File: src/rtl/psg_tone_detector.sv
// psg_tone_detector: per-channel rising-edge period and peak-to-peak amplitude meter.
// Optional feature macro PSG_DET_TIMEOUT_EN: a channel whose period counter saturates enters SILENT.
module psg_tone_detector #(
    parameter int NUM_CH = 4,
    parameter int WIDTH  = 8,
    parameter int CNT_W  = 16
) (
    input  logic                    clk,
    input  logic                    res_n_i,
    input  logic                    clock_en_i,
    input  logic                    clear_i,
    input  logic [NUM_CH*WIDTH-1:0] sample_i,
    output logic [NUM_CH*CNT_W-1:0] period_o,
    output logic [NUM_CH*WIDTH-1:0] magnitude_o,
    output logic [NUM_CH-1:0]       done_o,
    output logic [NUM_CH-1:0]       silent_o
);

    typedef enum logic [1:0] {
        IDLE    = 2'd0,
        MEASURE = 2'd1,
        SILENT  = 2'd2
    } state_t;

    localparam logic [CNT_W-1:0] CNT_MAX = '1;

    for (genvar k = 0; k < NUM_CH; k++) begin : g_ch
        state_t           r_state,  w_state_nx;
        logic [CNT_W-1:0] r_cnt,    w_cnt_nx;
        logic [WIDTH-1:0] r_prev,   w_prev_nx;
        logic [WIDTH-1:0] r_max,    w_max_nx;
        logic [WIDTH-1:0] r_min,    w_min_nx;
        logic [CNT_W-1:0] r_period, w_period_nx;
        logic [WIDTH-1:0] r_mag,    w_mag_nx;
        logic             r_done,   w_done_nx;
        logic             r_silent, w_silent_nx;
        logic [WIDTH-1:0] w_sample;
        logic             w_edge;
        logic             w_cnt_sat;

        assign w_sample  = sample_i[k*WIDTH +: WIDTH];
        assign w_edge    = (w_sample > r_prev);
        assign w_cnt_sat = (r_cnt == CNT_MAX);

        always_ff @(posedge clk or negedge res_n_i) begin
            if (!res_n_i) begin
                r_state  <= IDLE;
                r_cnt    <= '0;
                r_prev   <= '0;
                r_max    <= '0;
                r_min    <= '0;
                r_period <= '0;
                r_mag    <= '0;
                r_done   <= 1'b0;
                r_silent <= 1'b0;
            end else begin
                r_state  <= w_state_nx;
                r_cnt    <= w_cnt_nx;
                r_prev   <= w_prev_nx;
                r_max    <= w_max_nx;
                r_min    <= w_min_nx;
                r_period <= w_period_nx;
                r_mag    <= w_mag_nx;
                r_done   <= w_done_nx;
                r_silent <= w_silent_nx;
            end
        end

        always_comb begin
            w_state_nx  = r_state;
            w_cnt_nx    = r_cnt;
            w_prev_nx   = r_prev;
            w_max_nx    = r_max;
            w_min_nx    = r_min;
            w_period_nx = r_period;
            w_mag_nx    = r_mag;
            w_done_nx   = 1'b0;
            w_silent_nx = r_silent;

            if (clear_i) begin
                // Clear wins over any edge on this tick; prev re-arms on the live sample.
                w_state_nx  = IDLE;
                w_cnt_nx    = '0;
                w_period_nx = '0;
                w_mag_nx    = '0;
                w_silent_nx = 1'b0;
                w_prev_nx   = w_sample;
            end else if (clock_en_i) begin
                w_prev_nx = w_sample;
                case (r_state)
                    IDLE, SILENT: begin
                        if (w_edge) begin
                            w_state_nx = MEASURE;
                            w_cnt_nx   = CNT_W'(1);
                            w_max_nx   = w_sample;
                            w_min_nx   = w_sample;
                        end
                    end
                    MEASURE: begin
                        if (w_edge) begin
                            w_period_nx = r_cnt;
                            w_mag_nx    = r_max - r_min;
                            w_done_nx   = 1'b1;
                            w_silent_nx = 1'b0;
                            w_cnt_nx    = CNT_W'(1);
                            w_max_nx    = w_sample;
                            w_min_nx    = w_sample;
`ifdef PSG_DET_TIMEOUT_EN
                        end else if (w_cnt_sat) begin
                            w_state_nx  = SILENT;
                            w_period_nx = '0;
                            w_mag_nx    = '0;
                            w_done_nx   = 1'b1;
                            w_silent_nx = 1'b1;
`endif
                        end else begin
                            w_cnt_nx = w_cnt_sat ? r_cnt : r_cnt + CNT_W'(1);
                            w_max_nx = (w_sample > r_max) ? w_sample : r_max;
                            w_min_nx = (w_sample < r_min) ? w_sample : r_min;
                        end
                    end
                    default: w_state_nx = IDLE;
                endcase
            end
        end

        assign period_o[k*CNT_W +: CNT_W]    = r_period;
        assign magnitude_o[k*WIDTH +: WIDTH] = r_mag;
        assign done_o[k]                     = r_done;
        assign silent_o[k]                   = r_silent;
    end

endmodule

File: config.mk
export PLATFORM = sky130hd
export DESIGN_NAME = psg_tone_detector
export DESIGN_NICKNAME = d
export VERILOG_FILES = /design/src/rtl/psg_tone_detector.sv
export SDC_FILE = /design/constraint.sdc
export NUM_CORES = 1
export LEC_CHECK = 0
export ABC_AREA = 1
export CELL_PAD_IN_SITES_DETAIL_PLACEMENT = 0
export CELL_PAD_IN_SITES_GLOBAL_PLACEMENT = 1
export CORE_UTILIZATION = 40
export CTS_CLUSTER_SIZE = 10
export DETAILED_ROUTE_END_ITERATION = 16
export GPL_ROUTABILITY_DRIVEN = 0
export GPL_TIMING_DRIVEN = 0
export PLACE_DENSITY_LB_ADDON = 0.1
export RECOVER_POWER = 25
export SLEW_MARGIN = 20
export SYNTH_ARGS = -nofsm -noshare
export SYNTH_HDL_FRONTEND = slang
export SYNTH_SLANG_ARGS = --single-unit
File: constraint.sdc
create_clock -name clk -period 5.3 [get_ports clk]
set_input_delay 1.59 -clock clk [delete_from_list [all_inputs] [get_ports clk]]
set_output_delay 1.59 -clock clk [all_outputs]
set_load 0.05 [all_outputs]
After elaboration in Yosys (flattened, before gate mapping)
Cells that the tools add are included.
- flip-flop bits (word level): 272
- input port bits: 36
- output and inout bits: 104
- word-level logic and storage cells: 278
- add/sub/neg operators: 8
- $lt $le $gt $ge: 12
- equal/unequal tests: 36
- muxes and demuxes: 140
- bitwise operators: 1
- reduce and logical (&&, ||, !) cells: 45
- operators with widths (operator ; number):
    2-to-1 mux 16 bit ; 36
    2-to-1 mux 8 bit ; 44
    case mux 16 bit (2 select lines) ; 4
    case mux 8 bit (2 select lines) ; 8
    adder 16 x 1 -> 16 bit, second input constant ; 4
    == test 16 bit, second input constant ; 4
    greater-than comparator 8 bit ; 8
    AND reduction 5 bit ; 8
    != test 3 bit, second input constant ; 12
    < comparator 8 bit ; 4
    2-to-1 mux 1 bit ; 32
    subtractor 8 bit ; 4
    nonzero test 2 bit ; 13
    2-to-1 mux 2 bit ; 12
    AND reduction 3 bit ; 8
    != test 2 bit, second input constant ; 8
    != test 4 bit, second input constant ; 4
    case mux 2 bit (2 select lines) ; 4
    AND reduction 4 bit ; 4
    nonzero test 3 bit ; 4
    == test 2 x 1 -> 1 bit, second input constant ; 4
    == test 2 bit, second input constant ; 4
    logical NOT 2 bit ; 4
    OR reduction 2 bit ; 4
    inverter 1 bit ; 1

Logic depth before layout (Yosys ltp)
Gate-level depths: netlist (run 1).
- depth in word-level cells: 6
- depth in mapped cells: 15
- depth with buffers taken out: 15

Worst setup path after synthesis (run 1)
OpenSTA, ideal clock, no wires.
- path type: input to register
- start point: input port sample_i[23]
- end point: register g_ch[2].r_mag[4]
- library setup time: 0.131 ns
- arrival: 2.918 ns
- required time: 5.169 ns
- setup slack: 2.252 ns
- cell stages on the path: 9
- buffers on the path: 1
- path through: ha_1 nand2_1 nor2_1 nand2_1 a21boi_0 nand3_1 buf_2 nand3_1 o21ai_0
- cells in the longest elaborated chain, start to end: 3
- ends and longest elaborated chain (item ; RTL line ; source):
    from (decl) ; 12 ; input logic [NUM_CH*WIDTH-1:0] sample_i,
    greater-than comparator 8 bit ; 42 ; assign w_edge = (w_sample > r_prev);
    nonzero test 2 bit (no line) ; -- ;
    AND reduction 3 bit (no line) ; -- ;
    to (signal assigned) ; 63 ; r_mag <= w_mag_nx;
    to (decl) ; 34 ; logic [WIDTH-1:0] r_mag, w_mag_nx;
No other way between the ends.
A chain may end at the register's enable or synchronous reset.

Worst setup path in the final report (run 1)
- start point: input port sample_i[23]
- end point: register g_ch[2].r_period[14]
- cells in the longest elaborated chain, start to end: 3
- ends and longest elaborated chain (item ; RTL line ; source):
    greater-than comparator 8 bit ; 42 ;
    nonzero test 2 bit (no line) ; -- ;
    AND reduction 3 bit (no line) ; -- ;
    to (signal assigned) ; 62 ; r_period <= w_period_nx;
    to (decl) ; 33 ; logic [CNT_W-1:0] r_period, w_period_nx;
No other way between the ends.

==> summary.md, run 1 <==
| Metric | Value |
|---|---|
| Initial core utilization | 40.57% |
| Num rows | between 70 and 80 |
| RR Startpoint | g_ch[2].r_prev[7] |
| Final ANT Viol Nets | 0 |
| Fin nets | 2289 |
| Critical Path RT | about 5700 ps |
| Die height | 197.5 um |
| Gr usage total | about 22% |
| Ys flop type | dfrtp_1 |
| Sequential Power Share | 34.6% |
| Detailed router's first-iteration violation count | 753 |
| Hold WC Path Type | flop to flop |
| Vias per cell | 4.965 |
| Peak Freq | between 200 and 300 MHz |
| Leakage | around 9.1 nW |
| Fin Setup TNS | 0 ps |
| Wirelength per Cell | 16.02 um |
| Post-CTS setup buffer count | 0 |
| Peak VDD IR | 0.0002870 V |
| Clock buffer count from CTS | 34 |
| Placed Area | 17370 um2 |
| Yosys cell types | 39 |
| Net Sw Frac | 36.30% |
| Vias in the first global route | ~13000 |
| Seq/Total Area, Yosys | between 40% and 50% |
| DRT Wirelength | 42500 um |
| Worst-Skew Late Latency | 510 ps |
| Layout Skew | 13.39 ps |
| GRT overflow | 0 |
| Startpoint types | primary input |
| CTS root buffer | clkbuf_16 |
| Post-synthesis cell count | 1948 |
| Synth area leaders | dfrtp_1, nand2_1, ha_1 |
| Quantity of gates resized following cts | 0 |
| Hold_sp | g_ch[3].r_period[7] |
| Post-synth EDFFs | 0 |
| Combinational power share | 34.3% |
| Delay-heaviest family, CP | buffers and inverters |
| Post-route minimum period | 3713 ps |
| Part of the cycle the worst path needs | a little over two thirds |
| Cells along the critical path | clkdlybuf4s50_1 > ha_1 > nand2_1 > nor2_1 > nand2_1 > a21boi_0 > nand3_1 > buf_2 > nand3_1 > o21ai_0 |
| Proportion of layout cells with a drive suffix above 1 | 5.602% |
| Max cap viols | 1 |
| Power Dens Cells | 392.3 nW/um2 |
| Antenna violations before repair | 0 |
| CTS Sinks | about 260 |
| Dominant cell by count in the synthesized netlist | nand2_1 |
| Slowest cell on the critical path | clkdlybuf4s50_1 |
| Synth warn | 0 |
| First-pass GRT wire length | 69080 um |
| Final Setup Violations | 0 |
| WHS Path Cells | 2 |
| R2R Setup Slk | just over 3000 ps |
| Dominant cell type by area after synthesis | dfrtp_1 |
| Mean Syn Cell Area | 7.845 um2 |
| Worst Setup SP | sample_i[23] |
| Critical path type | primary input to flop |
| Max Root-Sink Buffers | 3 |
| WP buf/inv | 2 |
| Sw Pwr | around 2.6 mW |
| Area of the core | roughly 38000 um2 |
| Placed cell count | 2600 |
| Worst-margin pin slew | ~1800 ps |
| Reg2Reg Capture Point | g_ch[2].r_period[14] |
| CP arrival | 4080 ps |
| Residual DRC | 0 |
| Top cells by instance count after synthesis | nand2_1, dfrtp_1, nand3_1 |
| Clock slew at reported path FFs | 50 ps |
| Hold Path Sink | g_ch[3].r_period[7] |
| Ant diodes | 0 |
| Fillers | around 3800 |
| Final setup margin | about 1600 ps |
| Status | finished with violations |
| Failing checks | max-capacitance violations, max-slew violations |
| Mapped Area | 15280 um2 |
| RSZ-0062 raised after global routing | no |
| I/O pin count | 140 |
| CTS tree | done |
| Final Slew Violations | 28 |
| Largest net degree at the start of global routing | 95 |
| Internal | 4.604 mW |
| Final hold vios | 0 |
| R2R depth | 10 |
| Final Cell Area | 18420 um2 |
| Via count | 13170 |
| Worst Path Max Fanout | 10 |
| Number of synthesized register bits | about 260 |
| CP max stage delay | between 600 and 700 ps |
| Crit end category | flop |
| Hold buffers post-CTS | 0 |
| Die ar. | 38990 um2 |
| Dpl ws | 1038 ps |
| Synthesis-to-finish area growth | 20.56% |
| Fin Hold WS | 464.1 ps |
| Count of input and output buffers | 135 |
| Die span in x | 197.5 um |
| Fraction of registers with async set/reset | 100.0% |
| Final std cells w/o fill | roughly 2700 |
| Clock share of power | between 30% and 40% |
| Drt first pass iters | 5 |
| Max-Slew Margin vs Limit | -21.03% |
| Post-synth top area share | 43.23% |
| HPWL after DPL | roughly 32000 um |
| H-Tree Depth | 2 |
==> layer usage <==
| metal | vias up | part of all wire, % | track usage [%] |
|---|---|---|---|
| met1 | 6213 | 49 | 32.09 |
| met4 | 0 | 2.2 | 5.713 |
| met5 | - | 0 | 0 |
| li1 | 6664 | - | - |
| met2 | 244 | 45 | 35.93 |
| met3 | 51 | 4.5 | 2.834 |
==> tightest hold or removal path, cell delays in order, from the launching register on <==
cell and delay, ps:
dfrtp_1 340, nand2_1 50, nand2_1 40
==> flip-flops by register name (all words and copies together) (netlist names) <==
signal,count
g_ch.r_period,64
g_ch.r_max,32
g_ch.r_min,32
g_ch.r_state,4
g_ch.r_prev,32
g_ch.r_done,4
g_ch.r_mag,32
g_ch.r_cnt,64
==> placed cells by master, fill, tap and decap left out, drive strengths merged, types with 5 or more instances in the layout <==
cell and instances:
xor2 35, nand2 608, inv 210, buf 48, o21ai 146, dfrtp 264, a21oi 56, nor3 12
nor2 118, clkbuf 69, nand4 30, nand3 221, or2 8, a31oi 5, xnor2 14, clkdlybuf4s50 134
a21o 12, ha 124
==> per-stage QoR <==
stage / total power, mW / utilization, %
floorplan: 4.280 / -
global placement: 4.984 / 45.89
detailed placement: 5.022 / 46.12
CTS: 7.310 / 48.94
global route: 7.762 / 48.91
finish: 7.228 / 48.91
==> layout make-up <==
cell class / instances / area, um2 / area share (%)
buffer: 62 / 325.3 / 1.766
timing repair buffer: 138 / 1428 / 7.749
clock buffer: 51 / 1028 / 5.582
multi-input combinational: 1414 / 7570 / 41.09
tap: 511 / 639.4 / 3.470
inverter: 211 / 792.0 / 4.299
clock inverter: 2 / 35.03 / 0.1902
sequential: 264 / 6606 / 35.86
==> worst max-delay path by stage <==
| stage | end | slack [ps] | depth (start not counted) |
|---|---|---|---|
| detailed placement | g_ch[3].r_period[13] | 1040 | 11 |
| finish | g_ch[2].r_period[14] | 1590 | 10 |
| floorplan | g_ch[2].r_mag[4] | 2250 | 9 |
| CTS | g_ch[3].r_period[13] | 1570 | 11 |
| global route | g_ch[2].r_period[7] | 1340 | 9 |
| global placement | g_ch[2].r_mag[0] | -9470 | 1 |
==> logic make-up (layout without fill, tap and decap cells) <==
family                     Yosys count  count (layout)  synth area share (%)
adders and majority gates          128             128                 10.68
other                                1               4               0.02454
AOI/OAI and AO/OA                  234             234                 8.228
and+or+nand+nor                    999             999                 27.72
buffers and inverters              273             464                 7.311
DFF                                264             264                 43.23
xor gates and xnor gates            49              49                 2.808
==> power by group through the flow <==
stage               clock network (mW)  registers [mW]  logic [mW]
floorplan                            0            2.71        1.57
global placement                     0            2.54        2.45
detailed placement                   0            2.54        2.48
CTS                               2.30            2.50        2.50
global route                      2.38            2.54        2.84
finish                            2.24            2.50        2.48
Power figures use the tool's default switching activity.
==> inputs of run 2 (changes only) <==
--- a/config.mk
+++ b/config.mk
@@ -8,7 +8,7 @@
 export ABC_AREA = 1
 export CELL_PAD_IN_SITES_DETAIL_PLACEMENT = 0
 export CELL_PAD_IN_SITES_GLOBAL_PLACEMENT = 1
-export CORE_UTILIZATION = 40
+export CORE_UTILIZATION = 39
 export CTS_CLUSTER_SIZE = 10
 export DETAILED_ROUTE_END_ITERATION = 16
 export GPL_ROUTABILITY_DRIVEN = 0
==> constraint.sdc (replaced) <==
create_clock -name clk -period 3.4 [get_ports clk]
set_input_delay 1.02 -clock clk [delete_from_list [all_inputs] [get_ports clk]]
set_output_delay 1.02 -clock clk [all_outputs]
set_load 0.05 [all_outputs]
==> run 2 against run 1 <==
Compared with the run above:
- the run still ends with max-capacitance violations, max-slew violations left
- core utilization shrank 1.5 points
- sequential share of layout area grew 0.19 points
- combinational power grew 56%
- worst hold slack gained 0.73 ps
- sequential power grew 56%
- global-route usage shrank 0.079 points
- cell area shrank 0.54%
- final cell count grew 0.26%
- clock skew grew 14 ps
- sequential cell count is the same
- critical endpoint is now g_ch[3].r_period[13]
- largest cell class unchanged
- highest routed layer unchanged
==> summary.md, run 2 (synthesized netlist as in run 1, its figures left out) <==
| Metric | Value |
|---|---|
| Status | finished with violations (unchanged) |
| Failing checks | max-capacitance violations, max-slew violations (unchanged) |
| Clock slew at reported path FFs | 50 ps (about the same) |
| Post-route minimum period | 3145 ps |
| CTS Sinks | 264 (unchanged) |
| Antenna violations before repair | 0 (unchanged) |
| Ant diodes | 0 (unchanged) |
| Final Slew Violations | 81 (was 28) |
| H-Tree Depth | 2 (unchanged) |
| Wirelength per Cell | 16.35 um (was 16.02 um) |
| RSZ-0062 raised after global routing | no (unchanged) |
| Startpoint types | primary input (unchanged) |
| Peak Freq | around 320 MHz |
| Layout Skew | 27.56 ps (was 13.39 ps) |
| GRT overflow | 0 (unchanged) |
| Worst Path Max Fanout | 10 (unchanged) |
| Gr usage total | 22.40% (was 22.48%) |
| Worst-Skew Late Latency | 550 ps (was 510 ps) |
| I/O pin count | 140 (unchanged) |
| Vias in the first global route | 12800 (was 12760) |
| Count of input and output buffers | 135 (unchanged) |
| Area of the core | 38650 um2 (was 37670 um2) |
| CP max stage delay | 620 ps (was 610 ps) |
| Post-Route Utilization | 47.42% (was 48.91%) |
| Final std cells w/o fill | 2660 (was 2653) |
| Drt first pass iters | 4 (was 5) |
| Final setup margin | 255.4 ps (was 1587 ps) |
| Fin nets | 2288 (was 2289) |
| Final Setup Violations | 0 (unchanged) |
| Final hold vios | 0 (unchanged) |
| Dpl ws | -355.2 ps (was 1038 ps) |
| CTS root buffer | clkbuf_16 (unchanged) |
| First-pass GRT wire length | 69390 um (was 69080 um) |
| Die height | 200.0 um (was 197.5 um) |
| Crit end category | flop (unchanged) |
| Crit-path most repeated cell | nand2_1 |
| Largest regs | g_ch.r_cnt x64, g_ch.r_period x64 (unchanged) |
| Post-CTS setup buffer count | 0 (unchanged) |
| Num rows | 72 (was 71) |
| Placed cell count | 2606 (was 2600) |
| Fillers | 3820 (was 3781) |
| Total power after layout | 11.07 mW (was 7.228 mW) |
| Max cap viols | 1 (unchanged) |
| Most frequent cells in the layout | nand2_1, dfrtp_1, nand3_1 (unchanged) |
| Slowest cell on the critical path | clkdlybuf4s50_1 (unchanged) |
| Synthesis-to-finish area growth | 19.91% (was 20.56%) |
| Hold WC Path Type | flop to flop (unchanged) |
| R2R depth | 11 (was 10) |
| Most common cell after layout, fill and taps aside | nand2_1 (unchanged) |
| Initial core utilization | 39.54% (was 40.57%) |
| Die ar. | 39980 um2 (was 38990 um2) |
| Vias per cell | 4.956 (was 4.965) |
| Power Dens Cells | 603.8 nW/um2 (was 392.3 nW/um2) |
| Multi-input gate area | 7570 um2 (unchanged) |
| Cells along the critical path | clkdlybuf4s50_1 > ha_1 > nand2_1 > nor2_1 > nand2_1 > a21boi_2 > nand2_1 > nor2_2 > buf_4 > nand2_1 > nand2_1 (was clkdlybuf4s50_1 > ha_1 > nand2_1 > nor2_1 > nand2_1 > a21boi_0 > nand3_1 > buf_2 > nand3_1 > o21ai_0) |
| Reg area | 6606 um2 (unchanged) |
| Hold buffers post-CTS | 0 (unchanged) |
| Leakage | 9.087 nW (was 9.136 nW) |
| Via count | 13180 (was 13170) |
| Detailed router's first-iteration violation count | 669 (was 753) |
| Proportion of layout cells with a drive suffix above 1 | 5.556% (was 5.602%) |
| Largest net degree at the start of global routing | 93 (was 95) |
| Final ANT Viol Nets | 0 (unchanged) |
| Quantity of gates resized following cts | 0 (unchanged) |
| HPWL after DPL | 31980 um (was 31510 um) |
| Critical Path RT | 3870 ps (was 5670 ps) |
| Residual DRC | 0 (unchanged) |
| Part of the cycle the worst path needs | just over 90% |
| WHS Path Cells | 2 (unchanged) |
| Max Root-Sink Buffers | 3 (unchanged) |
| Peak VDD IR | 0.0004092 V (was 0.0002870 V) |
| Die span in x | 200.0 um (was 197.5 um) |
| CP arrival | 3610 ps (was 4080 ps) |
| Worst-margin pin slew | 2234 ps (was 1816 ps) |
| Max-Slew Margin vs Limit | -48.93% (was -21.03%) |
| CTS tree | done (unchanged) |
| DRT Wirelength | 43480 um (was 42500 um) |
| Critical path type | primary input to flop (unchanged) |
| Clock buffer count from CTS | 34 (unchanged) |
## run 2: worst paths after layout
kind	slack (ps)	from	endpoint
hold reg to reg	460	g_ch[3].r_period[10]	g_ch[3].r_period[10]
hold / removal	460	g_ch[3].r_period[10]	g_ch[3].r_period[10]
setup reg to reg	1120	g_ch[3].r_prev[7]	g_ch[3].r_period[13]
min in group asynchronous	1130	res_n_i	g_ch[3].r_min[4]
setup / recovery	260	sample_i[31]	g_ch[3].r_period[13]
max in group asynchronous	940	res_n_i	g_ch[2].r_mag[5]
## run 2: power by group
group	total, mW	internal (mW)	switching (mW)
logic	3.87	1.45	2.42
clock network	3.29	1.91	1.39
registers	3.90	3.58	0.325
total	11.1	6.94	4.13
## run 2: area by class of cell
type,count,share of cell area [%]
Multi-Input combinational cell,1414,41.31
Inverter,211,4.322
Clock buffer,48,5.094
Sequential cell,264,36.05
Clock inverter,6,0.2663
Buffer,62,1.775
Tap cell,518,3.537
Timing Repair Buffer,137,7.647
## run 2: metal layers
layer | vias to the layer above | wire length (um) | global-route usage [%]
met5 | - | 0 | 0
li1 | 6676 | - | -
met1 | 6224 | 21100 | 31.10
met4 | 0 | 1079 | 6.503
met3 | 60 | 1903 | 3.881
met2 | 223 | 19400 | 35.73
## run 2: per-stage QoR
stage          setup TNS, ps  area (um2)  hold slack (ps)
2_1_floorplan              0       15290            453.0
3_3_place_gp        -2875760       17290            453.0
3_5_place_dp          -25350       17350            458.4
4_1_cts                    0       18340            471.8
5_1_grt                    0       18330            489.4
6_report                   0       18330            464.9
## run 2: critical path: cells and delay by family
family,cells,cell delay (ps)
fa+ha+maj,1,420
simple gates,7,1040
compound gates,1,250
buf+inv,2,870
==> inputs of run 3 (changes only) <==
--- a/config.mk
+++ b/config.mk
@@ -13,7 +13,7 @@
 export DETAILED_ROUTE_END_ITERATION = 16
 export GPL_ROUTABILITY_DRIVEN = 0
 export GPL_TIMING_DRIVEN = 0
-export PLACE_DENSITY_LB_ADDON = 0.1
+export PLACE_DENSITY = 0.74
 export RECOVER_POWER = 25
 export SLEW_MARGIN = 20
 export SYNTH_ARGS = -nofsm -noshare
==> run 3 against run 2 <==
Compared with the run above:
- the run still ends with max-capacitance violations, max-slew violations left
- first-iteration DRC count increased by 18%
- count of clock-buffer cells in the layout decreased by 1
- sequential cell count unchanged
- fmax decreased by 0.12%
- final cell count about the same
- critical path type unchanged
==> summary.md, run 3 (synthesized netlist as in run 1, its figures left out) <==
| Metric | Value |
|---|---|
| Status | finished with violations (unchanged) |
| Failing checks | max-capacitance violations, max-slew violations (unchanged) |
| Leakage | 9.129 nW (was 9.087 nW) |
| Die height | 200.0 um (unchanged) |
| Hold WC Path Type | flop to flop (unchanged) |
| Startpoint types | primary input (unchanged) |
| Post-route minimum period | 3148 ps (was 3145 ps) |
| Vias per cell | 5.019 (was 4.956) |
| CTS Sinks | 264 (unchanged) |
| First-pass GRT wire length | 69330 um (was 69390 um) |
| Area of the core | 38650 um2 (unchanged) |
| Slowest cell on the critical path | clkdlybuf4s50_1 (unchanged) |
| Crit end category | flop (unchanged) |
| Peak VDD IR | 0.0003468 V (was 0.0004092 V) |
| Residual DRC | 0 (unchanged) |
| Clock slew at reported path FFs | 50 ps (about the same) |
| Wirelength per Cell | 15.95 um (was 16.35 um) |
| CP arrival | 3620 ps (was 3610 ps) |
| Vias in the first global route | 12830 (was 12800) |
| Critical Path RT | 3880 ps (was 3870 ps) |
| Worst-margin pin slew | 2170 ps (was 2234 ps) |
| Crit-path most repeated cell | nand2_1 (unchanged) |
| Ant diodes | 0 (unchanged) |
| Fin nets | 2289 (was 2288) |
| Critical path type | primary input to flop (unchanged) |
| Largest regs | g_ch.r_cnt x64, g_ch.r_period x64 (unchanged) |
| Fillers | 3847 (was 3820) |
| Final Slew Violations | 47 (was 81) |
| Detailed router's first-iteration violation count | 789 (was 669) |
| Final std cells w/o fill | 2659 (was 2660) |
| Gr usage total | 22.30% (was 22.40%) |
| DRT Wirelength | 42410 um (was 43480 um) |
| Quantity of gates resized following cts | 0 (unchanged) |
| Post-CTS setup buffer count | 0 (unchanged) |
| Final hold vios | 0 (unchanged) |
| Final ANT Viol Nets | 0 (unchanged) |
| Proportion of layout cells with a drive suffix above 1 | 5.652% (was 5.556%) |
| Power Dens Cells | 607.6 nW/um2 (was 603.8 nW/um2) |
| Initial core utilization | 39.54% (unchanged) |
| Num rows | 72 (unchanged) |
| Via count | 13350 (was 13180) |
| GRT overflow | 0 (unchanged) |
| Most frequent cells in the layout | nand2_1, dfrtp_1, nand3_1 (unchanged) |
| Worst Path Max Fanout | 10 (unchanged) |
| I/O pin count | 140 (unchanged) |
| Peak Freq | 317.6 MHz (was 318.0 MHz) |
| Largest net degree at the start of global routing | 91 (was 93) |
| Most common cell after layout, fill and taps aside | nand2_1 (unchanged) |
| Post-Route Utilization | 47.61% (was 47.42%) |
| Synthesis-to-finish area growth | 20.39% (was 19.91%) |
| Drt first pass iters | 5 (was 4) |
| Antenna violations before repair | 1 (was 0) |
| Max cap viols | 1 (unchanged) |
| Hold buffers post-CTS | 0 (unchanged) |
| Final Setup Violations | 0 (unchanged) |
| Die ar. | 39980 um2 (unchanged) |
| Part of the cycle the worst path needs | 92.59% (was 92.49%) |
| Fin Hold WS | 469.4 ps (was 464.9 ps) |
| HPWL after DPL | 31530 um (was 31980 um) |
| Placed cell count | 2607 (was 2606) |
| Layout Skew | 14.14 ps (was 27.56 ps) |
| CTS root buffer | clkbuf_16 (unchanged) |
| CP max stage delay | 640 ps (was 620 ps) |
| Total power after layout | 11.18 mW (was 11.07 mW) |
| CTS tree | done (unchanged) |
| Worst-Skew Late Latency | 540 ps (was 550 ps) |
| Max Root-Sink Buffers | 3 (unchanged) |
| Die span in x | 200.0 um (unchanged) |
| RSZ-0062 raised after global routing | no (unchanged) |
| Count of input and output buffers | 135 (unchanged) |
| Cells along the critical path | clkdlybuf4s50_1 > ha_1 > nand2_1 > nor2_1 > nand2_1 > a21boi_2 > nand2_1 > nor2_2 > buf_4 > nand2_1 > nand2_1 (unchanged) |
| Max-Slew Margin vs Limit | -44.69% (was -48.93%) |
| H-Tree Depth | 2 (unchanged) |
| Clock buffer count from CTS | 34 (unchanged) |
run 3: cell types whose count changed in the layout (fill, tap and decap cells not counted):
cell,change
clkbuf_1,-4
clkbuf_8,+3
clkinv_2,-2
buf_12,+1
bufinv_16,+1
clkbuf_2,-1
dlymetal6s4s_1,+1
run 3: cell type report:
type                    count  area [um2]  area share (%)
clock buffers              47       959.7           5.216
flip-flops and latches    264        6606           35.91
clock inverters             5       68.82          0.3740
well taps                 518       648.1           3.523
plain buffers              62       325.3           1.768
multi-input cells        1414        7570           41.14
repair buffers            138        1429           7.766
inverters                 211       792.0           4.305
run 3: worst max-delay path, delay by kind of cell:
kind | cells | cell delay [ps]
buffers and inverters | 2 | 880
adder cells (fa/ha/maj) | 1 | 420
AO/OA/AOI/OAI | 1 | 260
AND/OR/NAND/NOR | 7 | 1030
run 3: report_power, final:
part	internal (mW)	switching [mW]	leakage [nW]
Combinational	1.46	2.41	5.13
Clock	2.03	1.38	0.504
Sequential	3.58	0.325	3.49
run 3: path summary, 6_finish.rpt:
| check | start | to | slack (ps) | cells past startpoint |
|---|---|---|---|---|
| min in group asynchronous | res_n_i | g_ch[3].r_min[2] | 1230 | 1 |
| min | g_ch[3].r_period[9] | g_ch[3].r_period[9] | 470 | 2 |
| max | sample_i[31] | g_ch[3].r_period[13] | 250 | 11 |
| max in group asynchronous | res_n_i | g_ch[0].r_period[15] | 560 | 3 |
| min reg2reg | g_ch[3].r_period[9] | g_ch[3].r_period[9] | 470 | 2 |
| max reg2reg | g_ch[0].r_prev[7] | g_ch[0].r_cnt[15] | 1120 | 12 |
run 3: routing by layer:
layer	routed length [um]	part of all wire (%)	vias to the layer above	track usage, %
met3	1915	4.5	79	3.999
met2	18440	43	266	34.56
met5	8	0.019	-	0
met1	20580	49	6316	30.75
met4	1465	3.5	2	8.934
li1	-	-	6682	-
run 3: stage by stage:
step | setup slack (ps) | cell area, um2 | TNS, ps
after floorplan | 921.6 | 15290 | 0
after CTS | 262.3 | 18410 | 0
final | 251.8 | 18400 | 0
after detailed placement | -308.9 | 17380 | -21350
after global routing | 87.75 | 18400 | 0
after global placement | -10670 | 17290 | -2824400
